--- config.mk ---
export PLATFORM = sky130hd
export DESIGN_NAME = ascon_output_collector
export DESIGN_NICKNAME = d
export VERILOG_FILES = /design/src/rtl/ascon_output_collector.sv
export SDC_FILE = /design/constraint.sdc
export NUM_CORES = 1
export LEC_CHECK = 0
export CORE_MARGIN = 3
export CORE_UTILIZATION = 40
export CTS_BUF_LIST = sky130_fd_sc_hd__clkbuf_2
export CTS_CLUSTER_DIAMETER = 60
export DETAILED_ROUTE_END_ITERATION = 16
export MAX_ROUTING_LAYER = met4
export PLACE_DENSITY = 0.63
export SYNTH_ARGS = -nofsm -noshare
export SYNTH_HDL_FRONTEND = slang
export SYNTH_SLANG_ARGS = --single-unit
--- constraint.sdc ---
create_clock -name clock_i -period 25.9 [get_ports clock_i]
set_input_delay 7.77 -clock clock_i [delete_from_list [all_inputs] [get_ports clock_i]]
set_output_delay 7.77 -clock clock_i [all_outputs]
set_load 0.01 [all_outputs]
--- src/rtl/ascon_output_collector.sv ---
// Collects ASCON ciphertext blocks and the tag, then streams them out as bytes on a
// valid/ready port. The final ciphertext block is cut to its real length.
module ascon_output_collector #(
   parameter int DEPTH          = 4,
   parameter bit BYTE_LSB_FIRST = 1'b1
) (
   input  logic         clock_i,
   input  logic         resetb_i,
   input  logic         start_i,
   input  logic [4:0]   last_bytes_i,
   input  logic [127:0] cipher_i,
   input  logic         cipher_valid_i,
   input  logic [127:0] tag_i,
   input  logic         end_i,
   output logic [7:0]   byte_o,
   output logic         byte_valid_o,
   input  logic         byte_ready_i,
   output logic         byte_last_o,
   output logic         busy_o,
   output logic         overflow_o
);

   localparam int PW = $clog2(DEPTH);
   localparam int CW = PW + 1;
   localparam logic [CW-1:0] DEPTH_C = CW'(DEPTH);

   typedef enum logic [1:0] {IDLE, RUN, TAG} state_t;

   state_t         state_q, state_d;
   logic [127:0]   fifo_mem [DEPTH];
   logic [PW-1:0]  wr_ptr, rd_ptr;
   logic [CW-1:0]  count;
   logic           end_seen;
   logic [127:0]   tag_reg;
   logic [3:0]     last_idx;
   logic [3:0]     byte_idx;

   logic           out_free, head_ok, head_final;
   logic           load_cipher, load_tag, push, pop, drop, capture_tag, xfer_last;
   logic [3:0]     head_last;
   logic [7:0]     next_byte;

   // Byte count 1..16 to index of the final byte; 0 and >16 mean a full block.
   function automatic logic [3:0] len_to_idx(input logic [4:0] len);
      if (len > 5'd16) return 4'd15;
      return len[3:0] - 4'd1;
   endfunction

   function automatic logic [7:0] pick_byte(input logic [127:0] w, input logic [3:0] idx);
      logic [6:0] base;
      base = BYTE_LSB_FIRST ? {idx, 3'b000} : {~idx, 3'b000};
      return w[base +: 8];
   endfunction

   always_comb begin
      state_d     = state_q;
      push        = 1'b0;
      pop         = 1'b0;
      drop        = 1'b0;
      capture_tag = 1'b0;
      load_cipher = 1'b0;
      load_tag    = 1'b0;
      next_byte   = 8'h00;
      out_free    = !byte_valid_o || byte_ready_i;
      xfer_last   = byte_valid_o && byte_ready_i && byte_last_o;
      // The head may only drain once we know whether it is the final (truncated) block.
      head_final  = end_seen && (count == CW'(1));
      head_ok     = (count >= CW'(2)) || head_final;
      head_last   = head_final ? last_idx : 4'd15;
      case (state_q)
         RUN: begin
            load_cipher = head_ok && out_free;
            pop         = load_cipher && (byte_idx == head_last);
            push        = cipher_valid_i && ((count < DEPTH_C) || pop);
            drop        = cipher_valid_i && !push;
            capture_tag = end_i && !end_seen;
            next_byte   = pick_byte(fifo_mem[rd_ptr], byte_idx);
            if (end_seen && (count == '0) && out_free) state_d = TAG;
         end
         TAG: begin
            load_tag  = out_free && !byte_last_o;
            next_byte = pick_byte(tag_reg, byte_idx);
            if (xfer_last) state_d = IDLE;
         end
         default: ;
      endcase
      if (start_i) begin
         state_d     = RUN;
         push        = 1'b0;
         pop         = 1'b0;
         drop        = 1'b0;
         capture_tag = 1'b0;
         load_cipher = 1'b0;
         load_tag    = 1'b0;
      end
   end

   always_ff @(posedge clock_i or negedge resetb_i) begin
      if (!resetb_i) state_q <= IDLE;
      else           state_q <= state_d;
   end

   always_ff @(posedge clock_i or negedge resetb_i) begin
      if (!resetb_i) begin
         wr_ptr       <= '0;
         rd_ptr       <= '0;
         count        <= '0;
         end_seen     <= 1'b0;
         overflow_o   <= 1'b0;
         last_idx     <= 4'd0;
         byte_idx     <= 4'd0;
         byte_o       <= 8'h00;
         byte_valid_o <= 1'b0;
         byte_last_o  <= 1'b0;
      end else if (start_i) begin
         wr_ptr       <= '0;
         rd_ptr       <= '0;
         count        <= '0;
         end_seen     <= 1'b0;
         overflow_o   <= 1'b0;
         last_idx     <= len_to_idx(last_bytes_i);
         byte_idx     <= 4'd0;
         byte_valid_o <= 1'b0;
         byte_last_o  <= 1'b0;
      end else begin
         if (push) wr_ptr <= wr_ptr + 1'b1;
         if (pop)  rd_ptr <= rd_ptr + 1'b1;
         count <= count + CW'(push) - CW'(pop);
         if (drop)        overflow_o <= 1'b1;
         if (capture_tag) end_seen   <= 1'b1;
         if (load_cipher || load_tag) begin
            byte_o       <= next_byte;
            byte_valid_o <= 1'b1;
            byte_last_o  <= load_tag && (byte_idx == 4'd15);
            byte_idx     <= pop ? 4'd0 : byte_idx + 4'd1;
         end else if (byte_ready_i) begin
            byte_valid_o <= 1'b0;
            byte_last_o  <= 1'b0;
         end
      end
   end

   always_ff @(posedge clock_i) begin
      if (push)        fifo_mem[wr_ptr] <= cipher_i;
      if (capture_tag) tag_reg          <= tag_i;
   end

   assign busy_o = (state_q != IDLE);

endmodule
Word level (Yosys, flattened, before mapping). Memories as Yosys holds them, arrays and structs flattened. Index checks and enable logic that the tools add are counted.

Bits in writable memories: 512. Flip-flop bits (word level): 157. Word-level logic and storage cells: 104. Memories kept: 1.

Reduce and logical (&&, ||, !) cells: 31. Magnitude comparators: 3. Equal/unequal tests: 7. Bitwise gates (word level): 1. $add $sub $neg: 6. Mux-type cells: 41. Shifts and indexed selects: 2.

Memory list: fifo_mem (depth 4, width 128, read ports 1, clocked after memory_dff 0, wr ports 1, RTL line 30) `logic [127:0] fifo_mem [DEPTH];`.

Operator list (count): indexed part select 128 x 8 -> 8 bit (2); 2-to-1 mux 1 bit (25); 2-to-1 mux 4 bit (6); case mux 8 bit (2 select lines) (1); 2-to-1 mux 2 bit (7); logical AND 1 bit (12); nonzero test 2 bit (6); != test 3 bit (second input constant) (2); nonzero test 3 bit (2); greater-than comparator 5 bit (second input constant) (1); adder 2 x 1 -> 2 bit (second input constant) (2); adder 4 x 1 -> 4 bit (second input constant) (1); equality test 4 bit (1); equality test 4 bit (second input constant) (1); logical NOT 1 bit (4); logical OR 1 bit (4); case mux 2 bit (2 select lines) (1); subtractor 4 x 1 -> 4 bit (second input constant) (1); adder 3 x 1 -> 3 bit (1); equality test 3 x 1 -> 1 bit (second input constant) (1); >= comparator 3 x 2 -> 1 bit (second input constant) (1); logical NOT 3 bit (1); less-than comparator 3 bit (second input constant) (1); 2-to-1 mux 3 bit (1); other kinds (6) (6).

Depth between registers and ports, before layout.
Depth in word-level cells: 13. Mapped depth: 14.

Worst setup path before layout. No wires, ideal clock.

Path type: input port to flip-flop. From: input start_i. To: register tag_reg[0], enable pin. Setup slack: 8.473 ns. Buffers on the path: 1. Arrival time: 16.655 ns. Cell stages on the path: 2. Required time: 25.128 ns. Cells stage by stage: clkbuf_1 nor3_1.

Cells in the longest elaborated chain, start to end: 1.

Ends and longest elaborated chain: start: declaration (RTL line 9) `input logic start_i,`; 2-to-1 mux 1 bit (RTL line 87) `if (start_i) begin`; via capture_tag (RTL line 39) `logic load_cipher, load_tag, push, pop, drop, capture_tag, xfer_last;`; end signal: assignment (RTL line 145) `if (capture_tag) tag_reg <= tag_i;`; end: declaration (RTL line 34) `logic [127:0] tag_reg;`.

The timed path passes the listed nets, and every way through them passes these cells. A chain may end at the register's enable or synchronous reset.

Worst setup path in the final report.
From: input byte_ready_i. To: memory fifo_mem[3][64], enable pin.

Cells in the longest elaborated chain, start to end: 9.

Ends and longest elaborated chain: start: declaration (RTL line 17) `input logic byte_ready_i,`; logical OR 1 bit (RTL line 64) `out_free = !byte_valid_o || byte_ready_i;`; logical AND 1 bit (RTL line 72) `load_cipher = head_ok && out_free;`; logical AND 1 bit (RTL line 73) `pop = load_cipher && (byte_idx == head_last);`; logical OR 1 bit (RTL line 74) `push = cipher_valid_i && ((count < DEPTH_C) || pop);`; logical AND 1 bit (RTL line 74); 2-to-1 mux 1 bit (RTL line 70) `case (state_q)`; 2-to-1 mux 1 bit (RTL line 87); 2-to-1 mux 1 bit (RTL line 144) `if (push) fifo_mem[wr_ptr] <= cipher_i;`; 2-to-1 mux 1 bit (not written as such) (RTL line 144); end: declaration (RTL line 30).

Every way passes these cells.

==> impl_metrics.csv <==
group,metric,value,unit
yosys,ys.flop_type,"edfxtp_1",
yosys,synth_top_area_share,72.9,%
critical_path,slowest_delay,720,ps
status,status,"finished, final reports clean",
critical_path,crit_path_max_fanout,49,
clocking,htreeDepth,4,
global_route,grt_pass1_wl,97800,um
critical_path,startpoint_type,"input port",
detailed_routing,first_iter_violations,1220,
sta,rsz0062_at_grt,"no",
die,core,64800,um2
die,die_area,69000,um2
critical_path,worst_path_max_delay_cell,"buf_4",
critical_path,cp_common_cell,"buf_4",
yosys,synth_most_common_cell,"edfxtp_1",
clocking,cts_tree,"done",
yosys,netlist_area,26400,um2
clocking,cts_root_buf,"clkbuf_2",
clocking,clk_path_buf_depth,3,
critical_path,path_buf_inv,3,
sta,hold_viol_final,0,
die,fp.dieW,263,um
global_route,grt_max_degree,114,
sta,slew_viol_final,0,
clocking,postCtsSetupRepairBufs,0,
placed_design,io_buffers,278,
sta,period_share,41.3,%
yosys,synthTopCellsByCount,"640 x edfxtp_1, 132 x mux4_2, 73 x mux2i_1",
yosys,async_reset_ff_share,4.33,%
layout,largest_reg_flops,512,
sta,tns,0,ps
detailed_routing,ant_nets,0,
detailed_routing,routed_wirelength,66500,um
detailed_routing,dr_total_vias,14500,
layout,nFillCells,5397,
sta,tightestPinTransition,1150,ps
detailed_routing,first_pass_iters,5,
clocking,clkLatencyLatePin,1290,ps
die,core.rowCount,93,
pwr,powerDensity,73.4,nW/um2
sta,relSlewSlack,23.4,%
placed_design,gp_congestion,0.774,
detailed_routing,drc,0,
yosys,yosysSeqAreaShare,75.6,%
die,initial_core_util,40.7,%
clocking,clk_pin_slew,100,ps
global_route,antenna_found_initial,9,
die,ios,279,
global_route,track_usage,19.9,%
yosys,yosys-top-cells-area,"edfxtp_1 73%, mux4_2 11%, mux2i_1 2.8%",
yosys,yosysWarningCount,0,
placed_design,preCtsSetupSlack,13980,ps
yosys,syn_inst,1314,
sta,max_clock_freq,93.4,MHz
sta,finalCriticalPeriod,10710,ps
critical_path,arrival,11540,ps
placed_design,dp.final_hpwl,41900,um
pwr,power.total,2310,uW
yosys,ys_seq_elements,669,
yosys,synth_top_area_cell,"edfxtp_1",
clocking,cts-buffers-inserted,169,
critical_path,endpoint_kind,"flop",
critical_path,cp_cell_sequence,"clkdlybuf4s50_1 > nor2b_1 > a221oi_4 > nand3_2 > a211oi_2 > and2_4 > buf_4 > buf_4",
yosys,mappedNetlistNets,1594,
sta,setup_viol,0,
yosys,yosysUniqueCellTypes,72,
critical_path,critPathRequiredTime,26730,ps
detailed_routing,via_per_inst,5.37,
die,dieHeight,263,um
layout,finalNetCount,2000,
critical_path,critical_path_class,"input port to flop",
clocking,ctsHoldBuffers,0,
sta,fin_ws,15190,ps
layout,drive_gt1_share,24.3,%
job,maxCapViolations,0,
global_route,grt_pass1_vias,15000,
clocking,cts.sinks,669,
pwr,ir_worst_vdd,0.0390,mV
clocking,post_cts_resized,0,
detailed_routing,wire_per_inst,24.6,um
critical_path,crit_family,"buffers and inverters",
sta,fin_worst_skew,108,ps
hold_path,hold_class,"flop to flop",
yosys,synth_enable_flop_cells,640,
yosys,postSynthAreaPerCell,20.1,um2
layout,syn_to_final_growth,19.6,%
pwr,p_leak,0.0102,uW
global_route,gr-total-overflow,0,
[cells by family after synthesis]
family	Yosys count	share of synthesized area, %
muxes	220	14.7
DFF	669	75.6
AOI/OAI and AO/OA	121	3.26
and+or+nand+nor	195	3.73
xor gates and xnor gates	5	0.166
buffers and inverters	91	1.86
adders and majority gates	13	0.645
[worst reg2reg max path, stage by stage, from the launching register on]
cell      delay, ps
dfrtp_1         380
buf_4           520
o21ai_0         290
a221oi_4        410
nand3_2         160
a211oi_2        540
and2_4          660
buf_4           720
buf_4           750
[through the flow]
stage | instances | instance area (um2) | hold WS (ps) | util, %
3_5_place_dp | 2404 | 30000 | 498 | 46.3
3_3_place_gp | 2404 | 30000 | 484 | 46.3
6_report | 2699 | 31500 | 515 | 48.7
2_1_floorplan | 1314 | 26400 | 489 | -
5_1_grt | 2698 | 31500 | 538 | 48.7
4_1_cts | 2692 | 31500 | 519 | 48.6
[where the power goes]
part / switching [uW] / total [uW] / internal [uW]
clock network: 410 / 690 / 279
logic: 175 / 307 / 132
registers: 31.9 / 1320 / 1290
[cells in the final DEF (no fill, tap or decap), types with 5 or more instances in the layout]
| cell | count |
|---|---|
| inv_1 | 19 |
| nor2b_1 | 8 |
| clkinv_2 | 6 |
| nand2_1 | 53 |
| mux2_2 | 14 |
| clkinv_1 | 35 |
| nand3_1 | 13 |
| clkdlybuf4s50_1 | 278 |
| nor4_1 | 10 |
| o221ai_1 | 6 |
| diode_2 | 7 |
| nor3_1 | 28 |
| a211oi_1 | 6 |
| a21oi_1 | 15 |
| nor2_1 | 44 |
| o21ai_0 | 20 |
| ha_1 | 12 |
| mux2i_1 | 73 |
| buf_4 | 22 |
| clkbuf_2 | 241 |
| edfxtp_1 | 640 |
| mux4_2 | 132 |
| nand2b_1 | 9 |
| inv_2 | 5 |
| o32ai_1 | 5 |
| o22ai_1 | 20 |
| a22oi_1 | 5 |
| dfrtp_1 | 25 |
[cell type report]
type                    instances  area (um2)  share of cell area (%)
flip-flops and latches        669       20000                    63.3
multi-input cells             554        5950                    18.9
repair buffers                301        2970                    9.41
clock buffers                 241        1210                    3.82
well taps                     855        1070                    3.39
clock inverters                47         282                   0.893
inverters                      25        93.8                   0.298
diodes                          7        17.5                  0.0555
[path summary, 6_finish.rpt]
check | start | to | slack (ps) | cells past startpoint
worst min register to register | byte_o[3]$_DFFE_PN0P_ | byte_o[3]$_DFFE_PN0P_ | 520 | 2
worst max register to register | byte_idx[2]$_DFFE_PN0P_ | fifo_mem[3][64]$_DFFE_PP_ | 21020 | 8
min in group asynchronous | resetb_i | last_idx[3]$_DFFE_PN0P_ | 6870 | 2
worst max-delay path | byte_ready_i | fifo_mem[3][64]$_DFFE_PP_ | 15190 | 8
worst min-delay path | byte_o[3]$_DFFE_PN0P_ | byte_o[3]$_DFFE_PN0P_ | 520 | 2
max in group asynchronous | resetb_i | rd_ptr[0]$_DFFE_PN0P_ | 18690 | 2
[metal layers]
layer / GRT usage (%) / share of wire (%) / vias to the layer above
li1: - / - / 6329
met2: 30.5 / 50 / 587
met1: 26.1 / 41 / 7488
met4: 6.82 / 1.9 / 0
met5: - / 0 / -
met3: 4.90 / 7.5 / 92
(Power assumes the default switching activity.)
